$ cat src/rtl/vga_timing_gen.sv
// rtl/vga_timing_gen.sv - VGA pixel/line counters with registered sync, colour and line/frame markers
// Counters advance on the divided pixel tick; every output is registered exactly one tick behind its coordinate.
module vga_timing_gen #(
  parameter int H_VIS   = 640,
  parameter int H_FP    = 16,
  parameter int H_SYNC  = 96,
  parameter int H_BP    = 48,
  parameter int V_VIS   = 480,
  parameter int V_FP    = 10,
  parameter int V_SYNC  = 2,
  parameter int V_BP    = 33,
  parameter int HS_POL  = 0,
  parameter int VS_POL  = 0,
  parameter int COLOR_W = 1,
  parameter int CLK_DIV = 1
) (
  input  logic                 clk,
  input  logic                 rst,
  input  logic [3*COLOR_W-1:0] pixval,
  output logic [9:0]           xpix,
  output logic [9:0]           ypix,
  output logic                 pix_tick,
  output logic                 hsync,
  output logic                 vsync,
  output logic [COLOR_W-1:0]   red,
  output logic [COLOR_W-1:0]   green,
  output logic [COLOR_W-1:0]   blue,
  output logic                 de,
  output logic                 line_start,
  output logic                 frame_start
);

  localparam int H_TOTAL = H_VIS + H_FP + H_SYNC + H_BP;
  localparam int V_TOTAL = V_VIS + V_FP + V_SYNC + V_BP;
  localparam int DIV_W   = (CLK_DIV > 1) ? $clog2(CLK_DIV) : 1;

  localparam logic [DIV_W-1:0] DIV_LAST = DIV_W'(CLK_DIV - 1);

  // Phase boundaries are held one bit wider than the counters so H_VIS/V_VIS up to 1024 still compare correctly.
  localparam logic [10:0] H_VIS_C    = 11'(H_VIS);
  localparam logic [10:0] H_SYNC_BEG = 11'(H_VIS + H_FP);
  localparam logic [10:0] H_SYNC_END = 11'(H_VIS + H_FP + H_SYNC);
  localparam logic [9:0]  H_LAST     = 10'(H_TOTAL - 1);
  localparam logic [10:0] V_VIS_C    = 11'(V_VIS);
  localparam logic [10:0] V_SYNC_BEG = 11'(V_VIS + V_FP);
  localparam logic [10:0] V_SYNC_END = 11'(V_VIS + V_FP + V_SYNC);
  localparam logic [9:0]  V_LAST     = 10'(V_TOTAL - 1);

  localparam logic HS_ACT = (HS_POL != 0);
  localparam logic VS_ACT = (VS_POL != 0);

  logic [DIV_W-1:0]   div_q, div_d;
  logic [9:0]         x_q, x_d;
  logic [9:0]         y_q, y_d;
  logic               tick;

  logic [10:0]        x_ext, y_ext;
  logic               h_vis, v_vis, h_sync, v_sync, visible;

  logic               hs_q, hs_d;
  logic               vs_q, vs_d;
  logic               de_q, de_d;
  logic               ls_q, ls_d;
  logic               fs_q, fs_d;
  logic [COLOR_W-1:0] r_q, r_d;
  logic [COLOR_W-1:0] g_q, g_d;
  logic [COLOR_W-1:0] b_q, b_d;

  assign tick = (div_q == DIV_LAST);

  always_comb begin
    div_d = tick ? '0 : div_q + DIV_W'(1);
    x_d   = x_q;
    y_d   = y_q;
    if (tick) begin
      if (x_q == H_LAST) begin
        x_d = '0;
        y_d = (y_q == V_LAST) ? '0 : y_q + 10'd1;
      end else begin
        x_d = x_q + 10'd1;
      end
    end
  end

  always_ff @(posedge clk or posedge rst) begin
    if (rst) begin
      div_q <= '0;
      x_q   <= '0;
      y_q   <= '0;
    end else begin
      div_q <= div_d;
      x_q   <= x_d;
      y_q   <= y_d;
    end
  end

  assign x_ext   = {1'b0, x_q};
  assign y_ext   = {1'b0, y_q};
  assign h_vis   = (x_ext < H_VIS_C);
  assign v_vis   = (y_ext < V_VIS_C);
  assign h_sync  = (x_ext >= H_SYNC_BEG) && (x_ext < H_SYNC_END);
  assign v_sync  = (y_ext >= V_SYNC_BEG) && (y_ext < V_SYNC_END);
  assign visible = h_vis && v_vis;

  always_comb begin
    hs_d = h_sync ? HS_ACT : ~HS_ACT;
    vs_d = v_sync ? VS_ACT : ~VS_ACT;
    de_d = visible;
    ls_d = (x_q == 10'd0) && v_vis;
    fs_d = (x_q == 10'd0) && (y_q == 10'd0);
    r_d  = '0;
    g_d  = '0;
    b_d  = '0;
    if (visible) begin
      r_d = pixval[3*COLOR_W-1:2*COLOR_W];
      g_d = pixval[2*COLOR_W-1:COLOR_W];
      b_d = pixval[COLOR_W-1:0];
    end
  end

  // Sync registers reset straight to the idle level, so an asynchronous reset never passes through the active level.
  always_ff @(posedge clk or posedge rst) begin
    if (rst) begin
      hs_q <= ~HS_ACT;
      vs_q <= ~VS_ACT;
      de_q <= 1'b0;
      ls_q <= 1'b0;
      fs_q <= 1'b0;
      r_q  <= '0;
      g_q  <= '0;
      b_q  <= '0;
    end else if (tick) begin
      hs_q <= hs_d;
      vs_q <= vs_d;
      de_q <= de_d;
      ls_q <= ls_d;
      fs_q <= fs_d;
      r_q  <= r_d;
      g_q  <= g_d;
      b_q  <= b_d;
    end
  end

  assign xpix        = x_q;
  assign ypix        = y_q;
  assign pix_tick    = tick;
  assign hsync       = hs_q;
  assign vsync       = vs_q;
  assign de          = de_q;
  assign line_start  = ls_q;
  assign frame_start = fs_q;
  assign red         = r_q;
  assign green       = g_q;
  assign blue        = b_q;

endmodule

$ cat config.mk
export PLATFORM = sky130hd
export DESIGN_NAME = vga_timing_gen
export DESIGN_NICKNAME = d
export VERILOG_FILES = /design/src/rtl/vga_timing_gen.sv
export SDC_FILE = /design/constraint.sdc
export NUM_CORES = 1
export LEC_CHECK = 0
export BUFFER_PORTS_ARGS = -buffer_cell sky130_fd_sc_hd__buf_2
export CORE_MARGIN = 2
export CORE_UTILIZATION = 35
export DETAILED_ROUTE_END_ITERATION = 8
export SLEW_MARGIN = 20
export SYNTH_ARGS = -nofsm -noshare
export SYNTH_HDL_FRONTEND = slang
export SYNTH_SLANG_ARGS = --single-unit
$ cat constraint.sdc
create_clock -name clk -period 6.2 [get_ports clk]
set_input_delay 0.31 -clock clk [delete_from_list [all_inputs] [get_ports clk]]
set_output_delay 0.31 -clock clk [all_outputs]
set_load 0.01 [all_outputs]
==> results of run 1 <==
[critical path, cell delays in order, from the launching register on]
cell	delay, ns
dfrtp_1	0.49
or4b_1	0.68
or3_4	0.46
nor2_1	0.22
and3b_1	0.21
[kinds of logic (layout without fill, tap and decap cells)]
group / after synthesis / after routing / synth area share (%)
muxes: 1 / 1 / 0.737
buffers and inverters: 12 / 42 / 4.33
AOI/OAI and AO/OA: 6 / 6 / 2.58
and+or+nand+nor: 65 / 65 / 27.6
adders and majority gates: 4 / 4 / 3.68
xor gates and xnor gates: 14 / 14 / 9.02
other: 1 / 1 / 0.276
DFF: 28 / 28 / 51.7
[synthesized netlist by cell type, types with 2 or more instances]
master | n | area (µm²)
o21ai_0 | 3 | 15.0
ha_1 | 4 | 50.1
or4_1 | 2 | 15.0
nand2_1 | 11 | 41.3
dfstp_2 | 2 | 52.6
nor3_1 | 5 | 25.0
nor2_1 | 12 | 45.0
dfrtp_1 | 26 | 651
nand3_1 | 8 | 40.0
or2_2 | 2 | 12.5
and2_1 | 4 | 25.0
and3_1 | 3 | 18.8
inv_1 | 7 | 26.3
xnor2_1 | 7 | 61.3
xor2_1 | 7 | 61.3
nand4_1 | 4 | 25.0
nor4_1 | 5 | 31.3
and4_1 | 2 | 17.5
[worst max path at each step]
stage / from / end / slack, ns / cells after the start
2_1_floorplan: xpix[5] / ypix[9] / 4.11 / 6
3_3_place_gp: xpix[5] / ypix[9] / 4.09 / 4
3_5_place_dp: xpix[5] / ypix[9] / 4.05 / 4
4_1_cts: xpix[5] / ypix[9] / 4.03 / 4
5_1_grt: xpix[5] / ypix[1] / 3.90 / 4
6_report: xpix[5] / ypix[9] / 4.03 / 4
[where the power goes]
group | internal (µW) | total [µW] | switching [µW]
clock network | 43.5 | 96.3 | 52.7
logic | 2.06 | 7.13 | 5.06
registers | 183 | 184 | 0.185
[routing by layer]
layer	track usage, %	vias to the layer above	wire length (µm)
met1	19.0	481	1290
met5	0	-	0
met3	1.70	4	112
met2	20.5	21	1250
li1	-	504	-
met4	4.59	0	34
[registers in the layout, summed over array words and instances, names as in the netlist]
name	cells
ypix	10
green	1
red	1
line_start	1
hsync	1
xpix	10
de	1
frame_start	1
blue	1
vsync	1
[cell type report]
class,count,share of cell area (%)
Multi-Input combinational cell,91,37.6
Sequential cell,28,44.3
Inverter,7,1.65
Clock buffer,3,2.60
Timing Repair Buffer,32,10.1
Tap cell,48,3.78
[metrics by stage]
stage | power (µW) | util (%) | setup WS [ns] | cell area [µm²] | hold WS [ns]
final | 287 | 43.0 | 4.03 | 1590 | 0.0973
after global routing | 298 | 43.0 | 3.90 | 1590 | 0.141
after CTS | 290 | 43.0 | 4.03 | 1590 | 0.248
after detailed placement | 195 | 41.9 | 4.05 | 1550 | 0.501
after global placement | 195 | 41.9 | 4.09 | 1550 | 0.499
after floorplan | 192 | - | 4.11 | 1360 | 0.374
==> results.json, run 1 <==
{
  "start_kind": "flop",
  "power.leakage_uw": 0.000798,
  "drc": 0,
  "core.rowCount": 22,
  "drt_iter0_markers": 34,
  "crit_type": "flop to flop",
  "io_buffers": 32,
  "die_h_um": 66.3,
  "drv_cap": 0,
  "rr_startpoint": "xpix[5]",
  "overflow": 0,
  "synth_edf_count": 0,
  "finalClockSkew_ns": 0.00179,
  "yosysWarnings": 0,
  "synth.avg_cell_area_um2": 10.4,
  "clock-sinks": 28,
  "ir_drop_uv": 91.7,
  "placed_cells": 206,
  "reg2reg_depth": 4,
  "slew_headroom_pct": 56.0,
  "drt_wl_total_um": 2690,
  "worstSkewPairLatency_ns": 0.27,
  "wl_per_cell_um": 12.9,
  "synth-seq-cells": 28,
  "cts_tree": "done",
  "mostFrequentLayoutCells": "buf_2, dfrtp_1, nor2_1, nand2_1, nand3_1",
  "htree_levels": 1,
  "hold_viol": 0,
  "die-area_mm2": 0.00440,
  "power_density_mw_per_mm2": 181,
  "syn_nets": 140,
  "dp_hpwl_um": 2020,
  "grt_max_degree": 29,
  "clkTransAtPathRegs_ns": 0.09,
  "ctsResizeCount": 0,
  "post-route-period-util_pct": 35.0,
  "area_growth_pct": 16.9,
  "ant_nets": 0,
  "regArea_um2": 703,
  "worst_pin_slew_ns": 0.656,
  "path_max_fanout": 10,
  "fin_crit_ns": 2.17,
  "synth_ff_type": "dfrtp_1",
  "rsz0062_at_grt": "no",
  "antenna_cells": 0,
  "multi_input_area_um2": 597,
  "synthCells": 131,
  "end_kind": "flop",
  "reg2reg_slack_ns": 4.03,
  "via_per_inst": 4.83,
  "fmax_mhz": 460,
  "clk_path_buf_depth": 2,
  "layout.cells.non_filler": 209,
  "vias": 1010,
  "r2r-end": "ypix[9]",
  "grt_pass1_wl_um": 4460,
  "gp_congestion": 0.765,
  "core_area_mm2": 0.00369,
  "drive_gt1_share_pct": 26.7,
  "cts_setup_buffers": 0,
  "async_flop_share_pct": 100,
  "n_fill_cell": 375,
  "start_util_pct": 36.8,
  "grt_use_total_pct": 13.2,
  "grt_pass1_vias": 924,
  "numCtsBuffers": 3,
  "cp_data_arrival_time_ns": 2.33,
  "setup_viol": 0,
  "antenna_found_initial": 0,
  "yosysSeqAreaShare_pct": 51.7,
  "setup_tns_ns": 0,
  "ios": 34,
  "cts_root_buffer": "clkbuf_8",
  "hold_buffers": 0,
  "required_ns": 6.36,
  "finalMaxSlewViolations": 0,
  "final_nets": 172,
  "final_common_cell": "buf_2",
  "outcome": "complete, no violations",
  "synth_cell_type_count": 35,
  "first_pass_iters": 4,
  "min_path_type": "input pin to asynchronous set/reset pin",
  "synth_area_mm2": 0.00136,
  "die_w_um": 66.3
}
Note: power is estimated with default switching activity, not from simulation.
==> inputs of run 2 (changes only) <==
==> constraint.sdc (replaced) <==
create_clock -name clk -period 2 [get_ports clk]
set_input_delay 0.1 -clock clk [delete_from_list [all_inputs] [get_ports clk]]
set_output_delay 0.1 -clock clk [all_outputs]
set_load 0.01 [all_outputs]
==> run 2 against run 1 <==
  * Final cell count is 5.3% higher
  * First-iteration DRC count decreased by 21%
  * Combinational power grew to 3.4 times the previous value
  * Utilization up 2.6 points
  * Clock power grew to 3.6 times the previous value
  * Hold slack worse by 0.072 ns
  * Clock-buffer cell count increased by 1
  * Total power rose to 3.3 times the previous value
  * Cell area up 6.1%
==> results.json, run 2 (synthesis gave the netlist of run 1 again) <==
{
  "outcome": "complete, no violations",
  "cts_root_buffer": "clkbuf_8",
  "vias": 1080,
  "dp_hpwl_um": 2160,
  "path_max_fanout": 5,
  "core.rowCount": 22,
  "placed_cells": 215,
  "grt_pass1_wl_um": 4970,
  "final_common_cell": "buf_2",
  "clkTransAtPathRegs_ns": 0.09,
  "grt_max_degree": 29,
  "die-area_mm2": 0.00440,
  "post-route-period-util_pct": 95.1,
  "core_area_mm2": 0.00369,
  "power.leakage_uw": 0.000856,
  "power_density_mw_per_mm2": 559,
  "first_pass_iters": 4,
  "ios": 34,
  "drive_gt1_share_pct": 31.4,
  "cpPeakStageDelay_ns": 0.58,
  "r2r-end": "ypix[6]",
  "place_area_mm2": 0.00162,
  "start_kind": "flop",
  "reg2reg_slack_ns": 0.1,
  "die_w_um": 66.3,
  "area_growth_pct": 24.0,
  "worstSkewPairLatency_ns": 0.27,
  "end_kind": "flop",
  "clk_path_buf_depth": 2,
  "numCtsBuffers": 3,
  "die_h_um": 66.3,
  "start_util_pct": 36.8,
  "finalMaxSlewViolations": 0,
  "crit_type": "flop to flop",
  "cts_tree": "done",
  "finalClockSkew_ns": 0.00355,
  "via_per_inst": 4.91,
  "cp_data_arrival_time_ns": 2.10,
  "drt_iter0_markers": 27,
  "grt_use_total_pct": 14.8,
  "cts_setup_buffers": 0,
  "drv_cap": 0,
  "antenna_cells": 0,
  "required_ns": 2.20,
  "rr_startpoint": "xpix[5]",
  "fin_crit_ns": 1.90,
  "layout.cells.non_filler": 220,
  "grt_pass1_vias": 1066,
  "mostFrequentLayoutCells": "buf_2, dfrtp_1, nand2_1, nor2_1, buf_4",
  "ant_nets": 0,
  "drt_wl_total_um": 2870,
  "drc": 0,
  "io_buffers": 32,
  "hold_path.startpoint": "pixval[2]",
  "crit_slowest_cell": "or4b_4",
  "hold_viol": 0,
  "antenna_found_initial": 0,
  "gp_congestion": 0.724,
  "cp_top_family": "simple AND/OR/NAND/NOR gates",
  "setup_viol": 0,
  "hold_depth": 2,
  "reg2reg_depth": 4,
  "ir_drop_uv": 278,
  "n_fill_cell": 377,
  "fin_area_mm2": 0.00169,
  "clock-sinks": 28,
  "wl_per_cell_um": 13.0,
  "hold_end": "red",
  "fmax_mhz": 526,
  "path_cells": "or4b_4 -> or3_4 -> nor3_1 -> xor2_1",
  "min_path_type": "input pin to flop",
  "rsz0062_at_grt": "no",
  "htree_levels": 1,
  "overflow": 0,
  "worst-path-buf-inv": 0,
  "final_nets": 182
}
-- run 2: cell type report --
cell class,instances,area [µm²],area share [%]
inverters,7,26.3,1.56
clock buffers,4,55.1,3.27
well taps,48,60.1,3.56
multi-input cells,91,603,35.8
repair buffers,42,238,14.1
flip-flops and latches,28,703,41.7
-- run 2: through the flow --
step	worst slack [ns]	total power, µW	setup TNS (ns)	utilization, %	hold slack [ns]
after floorplan	-0.0832	595	-0.147	-	0.164
after global placement	0.0959	605	0	43.8	0.179
after detailed placement	0.0561	605	0	43.8	0.185
after CTS	0.0330	949	0	45.6	0.0225
after global routing	0.0375	983	0	45.7	0.0263
final	0.0984	942	0	45.7	0.0250
-- run 2: what timing repair did --
item	CTS	global route
endpoints found under the hold margin	26	0
hold buffers	1	0
gates resized for setup	0	1
setup endpoints to repair	0	2
-- run 2: how the worst max path moves through the flow --
stage	from	endpoint	slack (ns)	cells past startpoint
6_report	xpix[5]	ypix[6]	0.1	4
2_1_floorplan	xpix[5]	ypix[9]	-0.08	6
3_5_place_dp	xpix[5]	ypix[9]	0.06	4
4_1_cts	xpix[5]	ypix[6]	0.03	4
5_1_grt	xpix[5]	ypix[9]	0.04	4
3_3_place_gp	xpix[5]	ypix[9]	0.1	4
-- run 2: layer usage --
metal / up-vias / track usage, % / part of all wire [%]
met5: - / 0 / 0
met4: 0 / 6.12 / 1.5
met3: 5 / 2.04 / 3.8
met2: 20 / 24.6 / 50
met1: 524 / 19.3 / 45
li1: 531 / - / -
-- run 2: power breakdown --
group / internal, µW / switching (µW)
clock: 176 / 171
sequential: 569 / 0.549
combinational: 8.89 / 15.6
total: 754 / 188
==> inputs of run 3 (changes only) <==
--- a/config.mk
+++ b/config.mk
@@ -9,6 +9,8 @@
 export CORE_MARGIN = 2
 export CORE_UTILIZATION = 35
 export DETAILED_ROUTE_END_ITERATION = 8
+export PLACE_DENSITY_LB_ADDON = 0.08
+export SKIP_LAST_GASP = 1
 export SLEW_MARGIN = 20
 export SYNTH_ARGS = -nofsm -noshare
 export SYNTH_HDL_FRONTEND = slang
==> run 3 against run 2 <==
  * Critical path depth is the same
  * Setup slack gained 0.025 ns
  * Die area is the same
  * Final cell count grew 0.45%
  * Cell area grew 0.45%
  * Sequential share of layout area shrank 0.18 points
  * Maximum frequency grew 1.3%
==> results.json, run 3 (synthesis gave the netlist of run 1 again) <==
{
  "outcome": "complete, no violations",
  "setup_viol": 0,
  "first_pass_iters": 4,
  "path_max_fanout": 5,
  "min_path_type": "input pin to flop",
  "hold_depth": 2,
  "area_growth_pct": 24.6,
  "die_h_um": 66.3,
  "power_density_mw_per_mm2": 559,
  "drive_gt1_share_pct": 31.8,
  "ant_nets": 0,
  "rsz0062_at_grt": "no",
  "cts_setup_buffers": 0,
  "vias": 1053,
  "end_kind": "flop",
  "path_cells": "or4b_4 -> or3_4 -> nor3_1 -> xor2_1",
  "core.rowCount": 22,
  "clock-sinks": 28,
  "post-route-period-util_pct": 93.8,
  "drt_iter0_markers": 40,
  "cp_data_arrival_time_ns": 2.08,
  "drc": 0,
  "start_kind": "flop",
  "start_util_pct": 36.8,
  "antenna_found_initial": 0,
  "wl_per_cell_um": 13.0,
  "ir_drop_uv": 261,
  "drv_cap": 0,
  "dp_hpwl_um": 2160,
  "hold_viol": 0,
  "final_nets": 183,
  "clk_path_buf_depth": 2,
  "r2r-end": "ypix[6]",
  "grt_use_total_pct": 14.8,
  "grt_max_degree": 29,
  "htree_levels": 1,
  "numCtsBuffers": 3,
  "crit_slowest_cell": "or4b_4",
  "setup_tns_ns": 0,
  "reg2reg_depth": 4,
  "required_ns": 2.20,
  "hold_end": "green",
  "crit_type": "flop to flop",
  "overflow": 0,
  "fmax_mhz": 533,
  "p_total_uw": 946,
  "die-area_mm2": 0.00440,
  "antenna_cells": 0,
  "core_area_mm2": 0.00369,
  "ios": 34,
  "io_buffers": 32,
  "mostFrequentLayoutCells": "buf_2, dfrtp_1, nand2_1, nor2_1, buf_4",
  "final_common_cell": "buf_2",
  "gp_congestion": 0.805,
  "rr_startpoint": "xpix[5]",
  "fin_crit_ns": 1.88,
  "via_per_inst": 4.76,
  "finalMaxSlewViolations": 0,
  "grt_pass1_wl_um": 4970,
  "clkTransAtPathRegs_ns": 0.10,
  "worstSkewPairLatency_ns": 0.27,
  "reg2reg_slack_ns": 0.12,
  "die_w_um": 66.3,
  "drt_wl_total_um": 2880,
  "cpPeakStageDelay_ns": 0.58,
  "n_fill_cell": 372,
  "finalClockSkew_ns": 0.00137,
  "cts_root_buffer": "clkbuf_8",
  "cts_tree": "done",
  "power.leakage_uw": 0.000861,
  "grt_pass1_vias": 1034,
  "hold_path.startpoint": "pixval[1]"
}
run 3: cell count changes in the layout (fill, tap and decap cells not counted), sizes merged:
cell / before / now
buf: 41 / 42
run 3: metrics by stage:
| step | hold WS, ns | area [µm²] | worst slack, ns | cells | util (%) |
|---|---|---|---|---|---|
| 5_1_grt | 0.0162 | 1690 | 0.0199 | 221 | 45.9 |
| 4_1_cts | 0.0286 | 1690 | 0.0345 | 221 | 45.8 |
| 2_1_floorplan | 0.164 | 1370 | -0.0832 | 131 | - |
| 3_3_place_gp | 0.181 | 1620 | 0.109 | 216 | 44.0 |
| 6_report | 0.0292 | 1690 | 0.124 | 221 | 45.9 |
| 3_5_place_dp | 0.188 | 1620 | 0.0501 | 216 | 44.0 |
run 3: final cells by class:
class	count	area, µm²	share of cell area (%)
clock buffer	4	55.1	3.25
inverter	7	26.3	1.55
tap	48	60.1	3.55
sequential	28	703	41.5
multi-input combinational	91	603	35.6
timing repair buffer	43	245	14.5
run 3: worst max-delay path, delay by kind of cell, from the launching register on:
kind | cells | cell delay, ns
flip-flops | 1 | 0.39
XOR/XNOR | 1 | 0.16
AND/OR/NAND/NOR | 3 | 1.26
run 3: per-layer routing:
metal / part of all wire [%] / GRT usage, % / vias up
li1: - / - / 533
met1: 49 / 20.9 / 490
met2: 45 / 23.0 / 28
met3: 5.5 / 3.07 / 2
met4: 0.80 / 3.83 / 0
met5: 0 / 0 / -
run 3: power breakdown:
part           switching, µW  internal [µW]  total (µW)
clock                    175            176         351
sequential             0.628            569         570
combinational           15.9           8.90        24.8
run 3: worst max-delay path by stage:
stage / startpoint / endpoint / slack (ns) / cells after the start
floorplan: xpix[5] / ypix[9] / -0.08 / 6
global placement: xpix[5] / ypix[6] / 0.11 / 4
detailed placement: xpix[5] / ypix[6] / 0.05 / 4
CTS: xpix[5] / ypix[6] / 0.03 / 4
global route: xpix[5] / ypix[6] / 0.02 / 4
finish: xpix[5] / ypix[6] / 0.12 / 4
run 3: what timing repair did:
action                                 4_1_cts  5_1_grt
gates resized for setup                      0        1
endpoints found under the hold margin       26        0
hold buffers                                 1        0
setup endpoints to repair                    0        1
